### src/rtl/path_planner_bfs.sv
// Minimum-hop path planner: breadth-first search over a run-time loadable
// directed adjacency matrix, reporting the path end-node first.
module path_planner_bfs #(
  parameter int NODES    = 27,
  parameter int NODE_W   = 5,
  parameter int MAX_PATH = 10,
  parameter int FILL     = 27
) (
  input  logic                         clk,
  input  logic                         reset,
  input  logic                         start,
  input  logic [NODE_W-1:0]            s_node,
  input  logic [NODE_W-1:0]            e_node,
  input  logic                         adj_we,
  input  logic [NODE_W-1:0]            adj_addr,
  input  logic [NODES-1:0]             adj_wdata,
  output logic                         done,
  output logic                         error,
  output logic [MAX_PATH*NODE_W-1:0]   final_path
);

  localparam int PW = MAX_PATH * NODE_W;
  localparam int KW = $clog2(MAX_PATH + 1);
  localparam logic [NODE_W-1:0] NODES_L = NODE_W'(NODES);
  localparam logic [NODE_W-1:0] LAST_L  = NODE_W'(NODES - 1);
  localparam logic [NODE_W-1:0] FILL_L  = NODE_W'(FILL);
  localparam logic [KW-1:0]     MAXP_L  = KW'(MAX_PATH);
  localparam logic [PW-1:0]     ALLF    = {MAX_PATH{FILL_L}};
  localparam logic [NODES-1:0]  ONE     = {{(NODES-1){1'b0}}, 1'b1};

  typedef enum logic [2:0] {
    IDLE, INIT, POP, SCAN, TRACE, ERR
  } state_t;

  state_t state_q, state_d;

  logic [NODES-1:0]  adj_q    [NODES];
  logic [NODE_W-1:0] parent_q [NODES];
  logic [NODE_W-1:0] queue_q  [NODES];
  logic [NODES-1:0]  visited_q;
  logic [NODE_W-1:0] head_q, tail_q;
  logic [NODE_W-1:0] cur_q, j_q;
  logic [NODE_W-1:0] s_q, e_q, t_node_q;
  logic [KW-1:0]     k_q;
  logic [PW-1:0]     shadow_q, shadow_w, path_q;
  logic              start_q, done_q, err_q;

  logic start_acc, bad_ep, q_empty;
  logic nbr, hit, k_over, at_src;

  assign start_acc = start & ~start_q & (state_q == IDLE);
  assign bad_ep    = (s_q >= NODES_L) | (e_q >= NODES_L);
  assign q_empty   = (head_q == tail_q);
  assign nbr       = adj_q[cur_q][j_q] & ~visited_q[j_q];
  assign hit       = nbr & (j_q == e_q);
  assign k_over    = (k_q >= MAXP_L);
  assign at_src    = (t_node_q == s_q);

  assign done       = done_q;
  assign error      = err_q;
  assign final_path = path_q;

  // Shadow path with the current trace slot merged in.
  always_comb begin
    shadow_w = shadow_q;
    if (!k_over)
      shadow_w[k_q*NODE_W +: NODE_W] = t_node_q;
  end

  always_ff @(posedge clk) begin
    if (reset) state_q <= IDLE;
    else       state_q <= state_d;
  end

  always_comb begin
    state_d = state_q;
    unique case (state_q)
      IDLE:  if (start_acc) state_d = INIT;
      INIT: begin
        if (bad_ep)          state_d = ERR;
        else if (s_q == e_q) state_d = TRACE;
        else                 state_d = POP;
      end
      POP:   state_d = q_empty ? ERR : SCAN;
      SCAN: begin
        if (hit)                 state_d = TRACE;
        else if (j_q == LAST_L)  state_d = POP;
      end
      TRACE: begin
        if (k_over)      state_d = ERR;
        else if (at_src) state_d = IDLE;
      end
      ERR:     state_d = IDLE;
      default: state_d = IDLE;
    endcase
  end

  always_ff @(posedge clk) begin
    if (reset) begin
      for (int i = 0; i < NODES; i++) begin
        adj_q[i]    <= '0;
        parent_q[i] <= '0;
        queue_q[i]  <= '0;
      end
      visited_q <= '0;
      head_q    <= '0;
      tail_q    <= '0;
      cur_q     <= '0;
      j_q       <= '0;
      s_q       <= '0;
      e_q       <= '0;
      t_node_q  <= '0;
      k_q       <= '0;
      shadow_q  <= '0;
      path_q    <= '0;
      start_q   <= 1'b0;
      done_q    <= 1'b1;
      err_q     <= 1'b0;
    end else begin
      start_q <= start;
      unique case (state_q)
        IDLE: begin
          if (adj_we && adj_addr < NODES_L)
            adj_q[adj_addr] <= adj_wdata;
          if (start_acc) begin
            s_q    <= s_node;
            e_q    <= e_node;
            done_q <= 1'b0;
          end
        end
        INIT: begin
          // Shift yields an empty mask for an out-of-range start node.
          visited_q <= ONE << s_q;
          for (int i = 0; i < NODES; i++)
            parent_q[i] <= '0;
          queue_q[0] <= s_q;
          head_q     <= '0;
          tail_q     <= NODE_W'(1);
          t_node_q   <= e_q;
          k_q        <= '0;
          shadow_q   <= ALLF;
        end
        POP: begin
          if (!q_empty) begin
            cur_q  <= queue_q[head_q];
            head_q <= head_q + 1'b1;
            j_q    <= '0;
          end
        end
        SCAN: begin
          if (nbr) begin
            visited_q[j_q] <= 1'b1;
            parent_q[j_q]  <= cur_q;
            queue_q[tail_q] <= j_q;
            tail_q <= tail_q + 1'b1;
          end
          j_q <= j_q + 1'b1;
        end
        TRACE: begin
          if (!k_over) begin
            shadow_q <= shadow_w;
            if (at_src) begin
              path_q <= shadow_w;
              err_q  <= 1'b0;
              done_q <= 1'b1;
            end else begin
              t_node_q <= parent_q[t_node_q];
              k_q      <= k_q + 1'b1;
            end
          end
        end
        ERR: begin
          path_q <= ALLF;
          err_q  <= 1'b1;
          done_q <= 1'b1;
        end
        default: ;
      endcase
    end
  end

endmodule

### config.mk
export PLATFORM = sky130hd
export DESIGN_NAME = path_planner_bfs
export DESIGN_NICKNAME = d
export VERILOG_FILES = /design/src/rtl/path_planner_bfs.sv
export SDC_FILE = /design/constraint.sdc
export NUM_CORES = 2
export LEC_CHECK = 0
export ABC_CLOCK_PERIOD_IN_PS = 4700
export CORE_MARGIN = 3
export CORE_UTILIZATION = 35
export CTS_BUF_LIST = sky130_fd_sc_hd__clkbuf_8
export CTS_CLUSTER_DIAMETER = 120
export CTS_CLUSTER_SIZE = 25
export DETAILED_ROUTE_END_ITERATION = 10
export GPL_TIMING_DRIVEN = 0
export PLACE_DENSITY = 0.57
export SYNTH_ARGS = -nofsm -noshare
export SYNTH_HDL_FRONTEND = slang
export SYNTH_SLANG_ARGS = --single-unit
### constraint.sdc
create_clock -name clk -period 4.7 [get_ports clk]
set_clock_uncertainty 0.15 [all_clocks]
set_input_delay 0.47 -clock clk [delete_from_list [all_inputs] [get_ports clk]]
set_output_delay 0.47 -clock clk [all_outputs]
set_load 0.005 [all_outputs]
# Word level (Yosys, flattened, before mapping)
# Memories as Yosys holds them, arrays and structs flattened. A register that Yosys moved wholly into a read port is not among the register bits.
# Cells that the tools add are included.
dict set report word_totals {
  mem_count 3
  mem_bits_rw 999
  input_bits 46
  reg_bits 167
  output_inout_bits 52
  wordCells 203
}
dict set report classes {
  n_addsub 5
  magnitude_cmp 6
  reduce_logical 22
  mul 1
  muxes 94
  bitwise 37
  shifts 3
  n_eq_ne 18
}
# memory depth width rd rd_clocked_by_memory_dff write_ports line
set memory_table {}
lappend memory_table {adj_q 27 27 1 0 27 37} ;# logic [NODES-1:0] adj_q [NODES];
lappend memory_table {parent_q 27 5 1 1 27 38} ;# logic [NODE_W-1:0] parent_q [NODES];
lappend memory_table {queue_q 27 5 1 1 27 39} ;# logic [NODE_W-1:0] queue_q [NODES];
# cell count
set op_table {}
lappend op_table {{5-bit 2-to-1 mux} 40}
lappend op_table {{50-bit case mux with 2 select lines} 2}
lappend op_table {{50-bit 2-to-1 mux} 3}
lappend op_table {{27-bit 2-to-1 mux} 2}
lappend op_table {{27-bit case mux with 2 select lines} 1}
lappend op_table {{50-bit bitwise mux} 1}
lappend op_table {{5-bit by 34-bit variable shift with 50-bit output, first input constant} 1}
lappend op_table {{5-bit by 34-bit indexed part select with 50-bit output} 1}
lappend op_table {{5-bit case mux with 2 select lines} 4}
lappend op_table {{7-bit negator with 34-bit output} 1}
lappend op_table {{1-bit OR} 29}
lappend op_table {{27-bit OR} 1}
lappend op_table {{27-bit OR reduction} 1}
lappend op_table {{1-bit by 5-bit left shift with 27-bit output, first input constant} 1}
lappend op_table {{1-bit 2-to-1 mux} 24}
lappend op_table {{3-bit 2-to-1 mux} 8}
lappend op_table {{5-bit equality test} 4}
lappend op_table {{5-bit by 1-bit adder with 5-bit output, second input constant} 3}
lappend op_table {{3-bit case mux with 5 select lines} 1}
lappend op_table {{2-bit inequality test, second input constant} 6}
lappend op_table {{2-bit AND reduction} 6}
lappend op_table {{1-bit binary-select mux with 5-bit select} 2}
lappend op_table {{5-bit >= comparator, second input constant} 2}
lappend op_table {{2-bit nonzero test} 5}
lappend op_table {{other kinds (24)} 37}

# Depth between registers and ports, before layout
dict set report depth {
  ltp_word 10
  depth_mapped 18
  depth_no_buf 12
}

# Least setup slack after synthesis
# Ideal clock, no wire load.
dict set report synth_path {
  path_type {reg2reg}
  from {reg state_q[2]}
  to {mem adj_q[24][0], enable pin}
  t_required_ns 4.101
  path_buffers 1
  path_stages_with_launch 6
  synth_period_minus_slack_ns 3.773
  setup_ns 0.449
  path_slack_ns 0.927
  arrival_ns 3.175
  path_cell_list {dfxtp_1 -> clkbuf_1 -> nor3_1 -> and4_1 -> nand3_1 -> o21ai_0}
}
# item line
set synth_lines {}
lappend synth_lines {{start, declared} 35} ;# state_t state_q, state_d;
lappend synth_lines {{start signal, assigned} 72} ;# else state_q <= state_d;
lappend synth_lines {{end, declared} 37}

==> impl_metrics.py <==
metrics = {
    "placement": {
        "io_buffers": 97,
        "place_inst": 6970,
        "gp_congestion": 0.9587,
        "dpl.hpwl_um": 152200,
        "place_area_um2": 67120,
    },
    "finish": {
        "drive_above_1_share_pct": 14.36,
        "final_area_um2": 69300,
        "nFillCells": 16500,
        "final_nets": 4786,
        "fin_cells": 7080,
        "utilization_pct": 39.70,
        "area_growth_pct": 12.33,
    },
    "logic_synthesis": {
        "synth-edff-count": 1184,
        "synth-simple-area-share_pct": 13.83,
        "syn-instance-count": 4365,
        "synth_top_area_share_pct": 57.63,
        "synth.area.mux_share_pct": 13.09,
        "synth_area_leader_cell": "edfxtp_1",
        "synth.avg_cell_area_um2": 14.13,
        "synth_top_family_by_area": "simple AND/OR/NAND/NOR gates",
        "async_reset_ff_share_pct": 0,
        "synthTopCellsByArea": "edfxtp_1, mux4_2, and2_1",
        "synth_fa_ha_area_share_pct": 0.2637,
        "ys_seq_area_share_pct": 63.37,
        "ys_types": 78,
        "synth_xor_area_share_pct": 0.3407,
        "synth-seq-cells": 1361,
        "yosysWarningCount": 0,
        "ys_top_cells_by_count": "edfxtp_1, and2_1, nor3_1",
        "synth.most_common_cell": "edfxtp_1",
        "synth_ff_type": "edfxtp_1",
        "synth_area_um2": 61690,
        "synth_compound_area_share_pct": 5.790,
    },
    "setup_path": {
        "path_class": "reg -> reg",
        "r2r-start": "j_q[0]",
        "endpoint_kind": "register",
        "startpoint": "j_q[0]",
        "start_kind": "register",
        "cp.required_ns": 5.03,
        "crit_buf_inv": 3,
        "cp_slowest_cell": "o311ai_1",
        "cp_cell_sequence": "buf_2 > clkbuf_2 > nand2b_1 > o311ai_1 > nor3_1 > nor4_2 > a21oi_4 > nand2_2 > buf_6 > nand3_2 > o21ai_2",
        "critical_path.top_delay_family": "simple AND/OR/NAND/NOR gates",
        "cp.arrival_ns": 5.12,
        "critPathMaxFanout": 10,
        "crit_path_max_incr_delay_ns": 0.62,
    },
    "run_status": {
        "status": "finished, violations left",
        "violations": "capacitance limit, slew limit, setup timing",
    },
    "floorplanning": {
        "dieArea_um2": 181300,
        "die_height_um": 425.8,
        "die-width_um": 425.8,
        "pin_count": 98,
        "initial_core_util_pct": 35.34,
        "rows": 153,
        "core_area_um2": 174600,
    },
    "clock_network": {
        "numCtsBuffers": 60,
        "clock_sinks": 1361,
        "cts-htree-levels": 2,
        "cts_tree": "built",
        "ctsRootBufferMaster": "clkbuf_8",
        "clkTransAtPathRegs_ns": 0.17,
        "clock_latency_ns": 0.91,
        "cts_max_path_buffers": 3,
    },
    "route": {
        "ant_nets": 0,
        "vias": 40400,
        "wire_per_inst_um": 30.77,
        "drt_iter0_drc": 5181,
        "drc": 0,
        "dr.pass1.iters": 6,
        "vias_per_cell": 5.706,
        "wl_um": 217900,
    },
    "min_path": {
        "hp-start": "e_node[3]",
        "hold_class": "in -> reg",
    },
    "power_and_ir_drop": {
        "vdd_drop_max_mv": 0.2523,
        "p_leak_nw": 22.69,
        "cellPowerDensity_nw_per_um2": 331.2,
    },
    "sta": {
        "rsz0062_at_grt": "true",
        "maxSlewHeadroom_pct": -1.596,
        "fmax_mhz": 209.1,
        "hold_viol_final": 0,
        "worst_pin_slew_ns": 1.524,
        "fin_crit_sh_pct": 101.8,
        "setup_viol": 94,
        "period_minus_slack_ns": 4.783,
        "final_max_slew_viol_count": 11,
        "worst_slack_ns": -0.08343,
    },
    "global_route": {
        "grt_pass1_wl_um": 303500,
        "track_usage_pct": 23.56,
        "grt_overflow": 0,
        "antenna_found_initial": 11,
        "grt_max_degree": 27,
        "grt_pass1_vias": 39760,
    },
    "flow_run": {
        "drv_cap": 1,
    },
}
==> layer usage <==
metal	global-route usage, %	part of all wire [%]	routed length (um)
met2	38.60	48	103800
met1	30.62	38	83780
met4	10.12	5.1	11070
met5	0	0.037	80
met3	4.377	8.8	19150
==> cells by family after synthesis <==
family / Yosys count
AO/OA/AOI/OAI: 549
XOR/XNOR: 24
adder cells (fa/ha/maj): 13
buffers and inverters: 409
flip-flops: 1361
multiplexers: 437
other: 1
AND/OR/NAND/NOR: 1571
==> per-stage QoR <==
step                      TNS [ns]  hold WS (ns)  total power [mW]  worst slack [ns]
after floorplan                  0        0.2902             16.61            0.9265
after global placement    -2508.87        0.3276             17.93            -3.058
after detailed placement   -705.71        0.3336             18.06            -1.593
after CTS                  -0.5829      0.001293             22.93          -0.04343
after global routing        -2.537       0.06989             23.67          -0.06743
final                       -3.264       0.06358             22.95          -0.08343
==> repair_timing <==
item,CTS,global route
hold buffers,5,0
pin swaps,12,15
hold endpoints to repair,5,0
setup endpoints to repair,605,464
buffers inserted,9,8
resized for setup,211,54
==> cells in the final DEF (no fill, tap or decap), types with 20 or more instances in the layout <==
cell                n
edfxtp_1         1184
and2_1            738
nor3_1            287
mux4_2            281
clkbuf_1          250
nor2_1            234
dfxtp_1           172
conb_1            155
nand2_1           143
mux2i_1           137
a21oi_1           129
clkdlybuf4s50_1    97
clkbuf_8           61
a211oi_1           60
a22oi_1            57
a31oi_1            56
o21ai_0            54
buf_4              47
o21ai_4            44
buf_6              36
nand3_1            36
inv_1              34
buf_12             29
nor2b_1            24
o21ai_2            20
==> worst reg2reg max path: stages (launching register included) <==
cell and delay, ns:
dfxtp_2 0.55, buf_2 0.44, clkbuf_2 0.46, nand2b_1 0.43, o311ai_1 0.63, nor3_1 0.16
nor4_2 0.38, a21oi_4 0.11, nand2_2 0.12, buf_6 0.20, nand3_2 0.34, o21ai_2 0.46
==> sequential cells by signal, summed over array words and instances, names as in the netlist, named ones only <==
name,flops
queue_q,160
tail_q,5
state_q,3
final_path,50
adj_q,864
done,1
shadow_q,50
t_node_q,5
error,1
cur_q,5
k_q,4
e_q,5
head_q,5
parent_q,160
s_q,5
visited_q,27
j_q,5
start_q,1
==> cell type report <==
class | count | area [um^2] | share of cell area [%]
diodes | 6 | 15.01 | 0.02166
plain buffers | 389 | 2225 | 3.210
clock buffers | 61 | 839.6 | 1.211
clock inverters | 23 | 137.6 | 0.1986
inverters | 18 | 72.57 | 0.1047
multi-input cells | 2749 | 22180 | 32.00
flip-flops and latches | 1361 | 39110 | 56.43
well taps | 2325 | 2909 | 4.198
repair buffers | 148 | 1822 | 2.629
==> path summary, 6_finish.rpt <==
| kind | slack [ns] | cells past startpoint | to |
|---|---|---|---|
| max | -0.08 | 11 | parent_q[4][3] |
| min | 0.06 | 3 | e_q[3] |
| min reg2reg | 0.36 | 2 | final_path[37] |
| max reg2reg | -0.08 | 11 | parent_q[4][3] |
==> power by group <==
part / leakage (nW) / switching (mW) / total [mW] / internal, mW
logic: 8.49 / 2.19 / 3.50 / 1.31
clock network: 0.571 / 3.76 / 5.02 / 1.27
registers: 13.6 / 0.383 / 14.4 / 14.1
total: 22.7 / 6.33 / 23.0 / 16.6
Power figures use the tool's default switching activity.
